$ cat src/rtl/sti_pkg.sv
// Shared definitions for the STI command loader: FSM states, command word
// layout, serializer length codes and a helper that unpacks a command word.
package sti_pkg;

  // Width of one packed command word in the command memory
  localparam int CMD_W = 22;

  // Bit positions inside a command word
  localparam int CMD_LAST     = 21;
  localparam int CMD_LOW      = 20;
  localparam int CMD_MSB      = 19;
  localparam int CMD_FILL     = 18;
  localparam int CMD_LEN_MSB  = 17;
  localparam int CMD_LEN_LSB  = 16;
  localparam int CMD_DATA_MSB = 15;
  localparam int CMD_DATA_LSB = 0;

  // Serializer burst length codes carried in pi_length
  localparam logic [1:0] LEN_8  = 2'b00;
  localparam logic [1:0] LEN_16 = 2'b01;
  localparam logic [1:0] LEN_24 = 2'b10;
  localparam logic [1:0] LEN_32 = 2'b11;

  // Loader sequencing states
  typedef enum logic [3:0] {
    S_IDLE,
    S_FETCH,
    S_WAIT_DATA,
    S_ISSUE,
    S_WAIT_BUSY,
    S_WAIT_DONE,
    S_GAP,
    S_END,
    S_DONE
  } state_t;

  // Decoded view of one command word
  typedef struct packed {
    logic        last;
    logic        low;
    logic        msb;
    logic        fill;
    logic [1:0]  length;
    logic [15:0] data;
  } cmd_t;

  // Split a raw memory word into its named fields
  function automatic cmd_t unpack_cmd(input logic [CMD_W-1:0] word);
    cmd_t c;
    c.last   = word[CMD_LAST];
    c.low    = word[CMD_LOW];
    c.msb    = word[CMD_MSB];
    c.fill   = word[CMD_FILL];
    c.length = word[CMD_LEN_MSB:CMD_LEN_LSB];
    c.data   = word[CMD_DATA_MSB:CMD_DATA_LSB];
    return c;
  endfunction

endpackage

$ cat src/rtl/sti_cmd_loader.sv
// Command loader feeding the STI/DAC serializer. Walks the command memory
// from address 0, presents each command on pi_* with a one-cycle load pulse,
// waits for the serializer burst (so_valid) to finish, and signals pi_end
// once the final command has been serialized or a timeout aborts the run.
module sti_cmd_loader
  import sti_pkg::*;
#(
  parameter int ADDR_W  = 5,
  parameter int TIMEOUT = 8
) (
  input  logic              clk,
  input  logic              reset,
  input  logic              start,
  output logic [ADDR_W-1:0] cmd_addr,
  output logic              cmd_rd,
  input  logic [CMD_W-1:0]  cmd_rdata,
  input  logic              so_valid,
  output logic              load,
  output logic [15:0]       pi_data,
  output logic [1:0]        pi_length,
  output logic              pi_fill,
  output logic              pi_msb,
  output logic              pi_low,
  output logic              pi_end,
  output logic              busy,
  output logic              err
);

  // The timeout counter only has to reach TIMEOUT-1; it saturates at all-ones.
  localparam int                CNT_W    = $clog2(TIMEOUT + 1);
  localparam logic [CNT_W-1:0]  CNT_MAX  = {CNT_W{1'b1}};
  localparam logic [CNT_W-1:0]  CNT_LAST = CNT_W'(TIMEOUT - 1);
  localparam logic [ADDR_W-1:0] ADDR_MAX = {ADDR_W{1'b1}};

  state_t            state;
  logic [CNT_W-1:0]  to_cnt;
  logic              last_q;
  cmd_t              rd_cmd;
  logic              final_cmd;
  logic              timeout_hit;

  // Decode the memory word so the fetch path reads by field name
  always_comb begin
    rd_cmd = unpack_cmd(cmd_rdata);
  end

  // A command ends the run if flagged last or if it sits at the top address,
  // because the address never wraps back to 0 within a run.
  always_comb begin
    final_cmd   = last_q || (cmd_addr == ADDR_MAX);
    timeout_hit = (to_cnt >= CNT_LAST);
  end

  // Sequencer with all outputs registered alongside the state transitions
  always_ff @(posedge clk or posedge reset) begin
    if (reset) begin
      state     <= S_IDLE;
      cmd_addr  <= '0;
      cmd_rd    <= 1'b0;
      load      <= 1'b0;
      pi_data   <= '0;
      pi_length <= LEN_8;
      pi_fill   <= 1'b0;
      pi_msb    <= 1'b0;
      pi_low    <= 1'b0;
      pi_end    <= 1'b0;
      busy      <= 1'b0;
      err       <= 1'b0;
      last_q    <= 1'b0;
      to_cnt    <= '0;
    end else begin
      cmd_rd <= 1'b0;
      load   <= 1'b0;
      pi_end <= 1'b0;
      case (state)
        S_IDLE, S_DONE: begin
          if (start) begin
            err      <= 1'b0;
            cmd_addr <= '0;
            cmd_rd   <= 1'b1;
            busy     <= 1'b1;
            state    <= S_FETCH;
          end
        end
        S_FETCH: begin
          state <= S_WAIT_DATA;
        end
        S_WAIT_DATA: begin
          pi_data   <= rd_cmd.data;
          pi_length <= rd_cmd.length;
          pi_fill   <= rd_cmd.fill;
          pi_msb    <= rd_cmd.msb;
          pi_low    <= rd_cmd.low;
          last_q    <= rd_cmd.last;
          load      <= 1'b1;
          state     <= S_ISSUE;
        end
        S_ISSUE: begin
          to_cnt <= '0;
          state  <= S_WAIT_BUSY;
        end
        S_WAIT_BUSY: begin
          if (so_valid) begin
            state <= S_WAIT_DONE;
          end else if (timeout_hit) begin
            err    <= 1'b1;
            pi_end <= 1'b1;
            state  <= S_END;
          end else if (to_cnt != CNT_MAX) begin
            to_cnt <= to_cnt + 1'b1;
          end
        end
        S_WAIT_DONE: begin
          if (!so_valid) begin
            if (final_cmd) begin
              pi_end <= 1'b1;
              state  <= S_END;
            end else begin
              cmd_addr <= cmd_addr + 1'b1;
              state    <= S_GAP;
            end
          end
        end
        S_GAP: begin
          cmd_rd <= 1'b1;
          state  <= S_FETCH;
        end
        S_END: begin
          busy  <= 1'b0;
          state <= S_DONE;
        end
        default: begin
          busy  <= 1'b0;
          state <= S_IDLE;
        end
      endcase
    end
  end

endmodule

$ cat config.mk
export PLATFORM = sky130hd
export DESIGN_NAME = sti_cmd_loader
export DESIGN_NICKNAME = d
export VERILOG_FILES = /design/src/rtl/sti_pkg.sv /design/src/rtl/sti_cmd_loader.sv
export SDC_FILE = /design/constraint.sdc
export NUM_CORES = 1
export LEC_CHECK = 0
export ABC_CLOCK_PERIOD_IN_PS = 4400
export BUFFER_PORTS_ARGS = -buffer_cell sky130_fd_sc_hd__buf_2
export CORE_ASPECT_RATIO = 1.75
export CORE_MARGIN = 2
export CORE_UTILIZATION = 54
export DETAILED_ROUTE_END_ITERATION = 8
export GPL_TIMING_DRIVEN = 0
export PLACE_DENSITY = 0.83
export SYNTH_ARGS = -nofsm -noshare
export SYNTH_HDL_FRONTEND = slang
export SYNTH_SLANG_ARGS = --single-unit
$ cat constraint.sdc
create_clock -name clk -period 4.4 [get_ports clk]
set_input_delay 0.22 -clock clk [delete_from_list [all_inputs] [get_ports clk]]
set_output_delay 0.22 -clock clk [all_outputs]
set_load 0.02 [all_outputs]
# Yosys cells after proc, flatten, opt, wreduce, memory -nomap -nowiden
# Cells that the tools add are included.
dict set report word_totals {
  output_inout_bits 31
  ff_bits 40
  word_cells 76
}
dict set report classes {
  n_mux 28
  eq_ne 18
  n_reduce_logical 12
  bitwise_logic 1
  addsub 2
  n_lt_le_gt_ge 1
}
# op n
set ops {}
lappend ops {{case mux 4 bit (8 select lines)} 1}
lappend ops {{two-way mux 4 bit} 7}
lappend ops {{equality test 4 x 3 -> 1 bit (second input constant)} 4}
lappend ops {{two-way mux 5 bit} 3}
lappend ops {{inequality test 2 bit (second input constant)} 7}
lappend ops {{AND reduction 4 bit} 3}
lappend ops {{two-way mux 1 bit} 11}
lappend ops {{case mux 5 bit (2 select lines)} 1}
lappend ops {{equality test 4 x 2 -> 1 bit (second input constant)} 2}
lappend ops {{case mux 1 bit (2 select lines)} 4}
lappend ops {{case mux 4 bit (2 select lines)} 1}
lappend ops {{nonzero test 2 bit} 3}
lappend ops {{OR reduction 6 bit} 1}
lappend ops {{adder 5 x 1 -> 5 bit (second input constant)} 1}
lappend ops {{equality test 5 bit (second input constant)} 1}
lappend ops {{adder 4 x 1 -> 4 bit (second input constant)} 1}
lappend ops {{equality test 4 x 1 -> 1 bit (second input constant)} 1}
lappend ops {{equality test 4 bit (second input constant)} 1}
lappend ops {{greater-or-equal comparator 4 x 3 -> 1 bit (second input constant)} 1}
lappend ops {{zero test 4 bit} 1}
lappend ops {{inequality test 4 bit (second input constant)} 1}
lappend ops {{inequality test 3 bit (second input constant)} 1}
lappend ops {{AND reduction 3 bit} 1}
lappend ops {{AND reduction 2 bit} 1}
lappend ops {{3 further kinds} 3}

# Longest topological paths before layout
dict set report logic_depth {
  depth_word 5
  depth_mapped 7
  ltp_nobuf 7
}

# Worst setup path after synthesis
# Ideal clock, no wire load.
dict set report synth_path {
  kind {register -> register}
  from {register cmd_addr[0]}
  to {register cmd_addr[0]}
  n_path_buf 0
  setup_slack_ns 2.506
  setup_time_ns 0.125
  synth_period_minus_slack_ns 1.894
  stages_incl_launch_ff 8
  t_required_ns 4.275
  t_arrival_ns 1.769
  cell_sequence {dfrtp_1 -> ha_1 -> and3_1 -> ha_1 -> nor2_1 -> a31o_4 -> nand2_4 -> mux2_4}
}
dict set report synth_via {
  elab_chain_len 4
  word_cells_on_any_way 8
}
# element line
set synth_lines {}
lappend synth_lines {{start: declaration} sti_cmd_loader.sv:14} ;# output logic [ADDR_W-1:0] cmd_addr,
lappend synth_lines {{start signal: assignment} sti_cmd_loader.sv:119} ;# cmd_addr <= cmd_addr + 1'b1;
lappend synth_lines {{adder 5 x 1 -> 5 bit / equality test 5 bit (equally long branches)} {sti_cmd_loader.sv:119, sti_cmd_loader.sv:50}}
lappend synth_lines {{two-way mux 5 bit / logical OR 1 bit (equally long branches)} {sti_cmd_loader.sv:115, sti_cmd_loader.sv:50}}
lappend synth_lines {{two-way mux 5 bit / inequality test 2 bit (equally long branches)} -}
lappend synth_lines {{case mux 5 bit (2 select lines) / AND reduction 4 bit (equally long branches)} -}
# Parallel ways exist; a longest one is shown, timed or not. The select of a mux whose other input is x is not followed.
# A chain may end at the register's enable or synchronous reset.

# Worst setup path after layout
# Same ends and word-level chain as after synthesis.

==> out/summary.txt <==
Die Ht - 81.7 µm
CTS Root Buffer Type - clkbuf_8
Post-synthesis simple-gate area fraction - 14.1%
Psw - 0.000695 W
Crit path arrival time - 2.14 ns
Setup crit start kind - flop
Comb power frac - 47.2%
Net Sw Frac - 40.1%
Ports - 57
Synthesized net count - 178
Via Count - 1,471
Setup violations, final - 0
Die W - 48.4 µm
Fillers - 235
Cells after synthesis - 149
P&R area growth vs syn - 26.8%
Post-Synth XOR/XNOR Area - 0%
Detailed Route WL - 4.25 mm
Global Route Usage Sum - 22.5%
Slew @ Worst Pin - 0.510 ns
Core area - 3330 µm²
Initial antenna violation count - 0
Total congestion overflow - 0
Pwr Total - 0.00173 W
Min-delay src - so_valid
Post-Syn Area - 1860 µm²
Largest family of logic cells by synthesized area - simple AND/OR/NAND/NOR gates
Yosys reg bits - 40
Hold-critical path depth - 2
CTS tree - built
YS warnings - 0
Clock period minus worst slack - 1.95 ns
Standard-cell row count - 28
Prevailing post-synth register cell - dfrtp_1
Synth top area share - 53.7%
Clock network power share - 17.8%
Clock sink total - 40
Initial DRT Pass Iterations - 4
GPL Wtd Cong - 0.836
Largest vdd supply drop - 543 µV
Pin count of the biggest net entering global routing - 27
Setup Skew - 0.00804 ns
DRT iter0 DRCs - 35
IO buf count - 55
Critical Path End Type - flop
Vias in the first global route - 1,434
HPWL Detailed - 3.31 mm
Final worst-path cycle share - 44.4%
Post-synth top cells - dfrtp_1 (40), mux2_2 (22), nor2_1 (11), nand2_1 (10)
Relative slew slack - 65.8%
Share of layout cells above drive strength 1 - 50.2%
Hold Fails Final Rpt - 0
Post-synth EDFFs - 0
P per Cell Area - 734 nW/µm²
Antenna Nets Post-Route - 0
R2R depth - 7
Seq/Total Area, Yosys - 53.7%
Area leader, netlist - dfrtp_1
Util after Layout - 71.0%
Maximum buffer depth of the clock tree - 2
Mapped Avg Cell Area - 12.5 µm²
DR vias/cell - 5.66
Most frequent cell after synthesis - dfrtp_1
Max Transition Viols Final - 0
Worst-path clk slew - 0.08 ns
RR Startpoint - cmd_addr[0]
Starting density of the core - 56.0%
Post-synthesis adder-cell area fraction - 2.01%
Avg WL per Cell - 16.3 µm
H-tree depth - 2
Hold Slack - 0.146 ns
Leak Pwr - 1.15 nW
Die area - 3960 µm²
Sequential cell area - 1000 µm²
N_diodes - 0
First-pass GRT wire length - 6.63 mm
Status - finished clean
Post-Route Setup TNS - 0 ns
Hold Crit Class - in -> reg
Max Cap Viol - 0
CP Launch Point - cmd_addr[0]
Seq pwr share - 35.0%
Highest fanout seen on the critical path - 5
Pint - 0.00104 W
Top cells by area, synth - dfrtp_1 (54%), mux2_2 (13%), nor2_1 (2.2%)
Required @ worst endpoint - 4.59 ns
Nets@finish - 243
Total CTS buffers - 5
Yosys cell types - 44
DR DRC count - 0
Clk_lat worst skew - 0.30 ns
Post-synthesis mux area share - 14.1%
Async set or reset register ratio after synthesis - 100%
Area occupied by multi-input gates - 802 µm²
RSZ-0062 raised after global routing - no
Critical path class - reg -> reg
Peak Freq - 512 MHz
Synth Area in Compound Gates - 12.8%
## registers in the layout, summed over array words and instances (netlist names)
name / count
load: 1
pi_msb: 1
cmd_addr: 5
state: 4
err: 1
busy: 1
pi_length: 2
cmd_rd: 1
pi_end: 1
last_q: 1
pi_fill: 1
pi_low: 1
pi_data: 16
to_cnt: 4
## path summary, 6_finish.rpt
kind / slack (ns) / endpoint
worst max register to register: 2.45 / cmd_addr[0]
worst max-delay path: 2.45 / cmd_addr[0]
max in group asynchronous: 3.55 / pi_low
worst min register to register: 0.50 / err
worst min-delay path: 0.15 / pi_end
min in group asynchronous: 0.52 / pi_length[0]
## power by group through the flow
stage          clock, W  combinational, W  sequential, W
6_report       0.000308          0.000818       0.000608
5_1_grt        0.000332          0.000874       0.000624
4_1_cts        0.000313          0.000823       0.000606
3_5_place_dp          0          0.000819       0.000614
3_3_place_gp          0          0.000780       0.000597
2_1_floorplan         0          0.000446       0.000744
## metrics by stage
stage | cells | area, µm² | setup slack, ns
after global placement | 249 | 2200 | 2.49
after global routing | 260 | 2360 | 2.38
after detailed placement | 251 | 2240 | 2.46
final | 260 | 2360 | 2.45
after CTS | 260 | 2360 | 2.44
after floorplan | 149 | 1860 | 2.51
## worst max-delay path, cell delays in order, from the launching register on
cell and delay, ns:
dfrtp_1 0.43, ha_1 0.25, and3_1 0.19, ha_1 0.20, nor2_1 0.17, a31o_4 0.22, nand2_4 0.08, mux2_4 0.31
## cell type report
| type | count | share of cell area [%] |
|---|---|---|
| clock inverter | 3 | 1.96 |
| sequential | 40 | 42.4 |
| multi-input combinational | 100 | 33.9 |
| inverter | 1 | 0.159 |
| clock buffer | 5 | 2.91 |
| tap | 45 | 2.38 |
| buffer | 8 | 2.44 |
| timing repair buffer | 58 | 13.9 |
## routing by layer
metal / GRT usage [%] / vias to the layer above / wire, µm
met4: 12.9 / 0 / 152
met5: 0 / - / 0
met1: 21.6 / 730 / 1450
met3: 4.91 / 17 / 179
met2: 43.9 / 54 / 2470
li1: - / 670 / -
## cells in the final DEF, fill, tap and decap left out, types with 3 or more instances in the layout
cell type / count
o21ai_0: 4
o21a_1: 4
nand2_1: 10
mux2_2: 22
nor2_1: 11
dfrtp_1: 40
ha_1: 3
clkbuf_8: 5
buf_2: 56
a21oi_1: 5
nand3_1: 5
buf_4: 3
## timing repair
item | in CTS | in global routing
hold buffers | 1 | 0
hold endpoints to repair | 25 | 0
gates resized for setup | 0 | 0
setup buffers | 0 | 0
## kinds of logic after synthesis
| group | after synthesis |
|---|---|
| multiplexers | 23 |
| adder cells (fa/ha/maj) | 3 |
| flip-flops | 40 |
| AO/OA/AOI/OAI | 29 |
| buffers and inverters | 9 |
| AND/OR/NAND/NOR | 45 |
No activity file was read; power rests on OpenSTA's default activity.
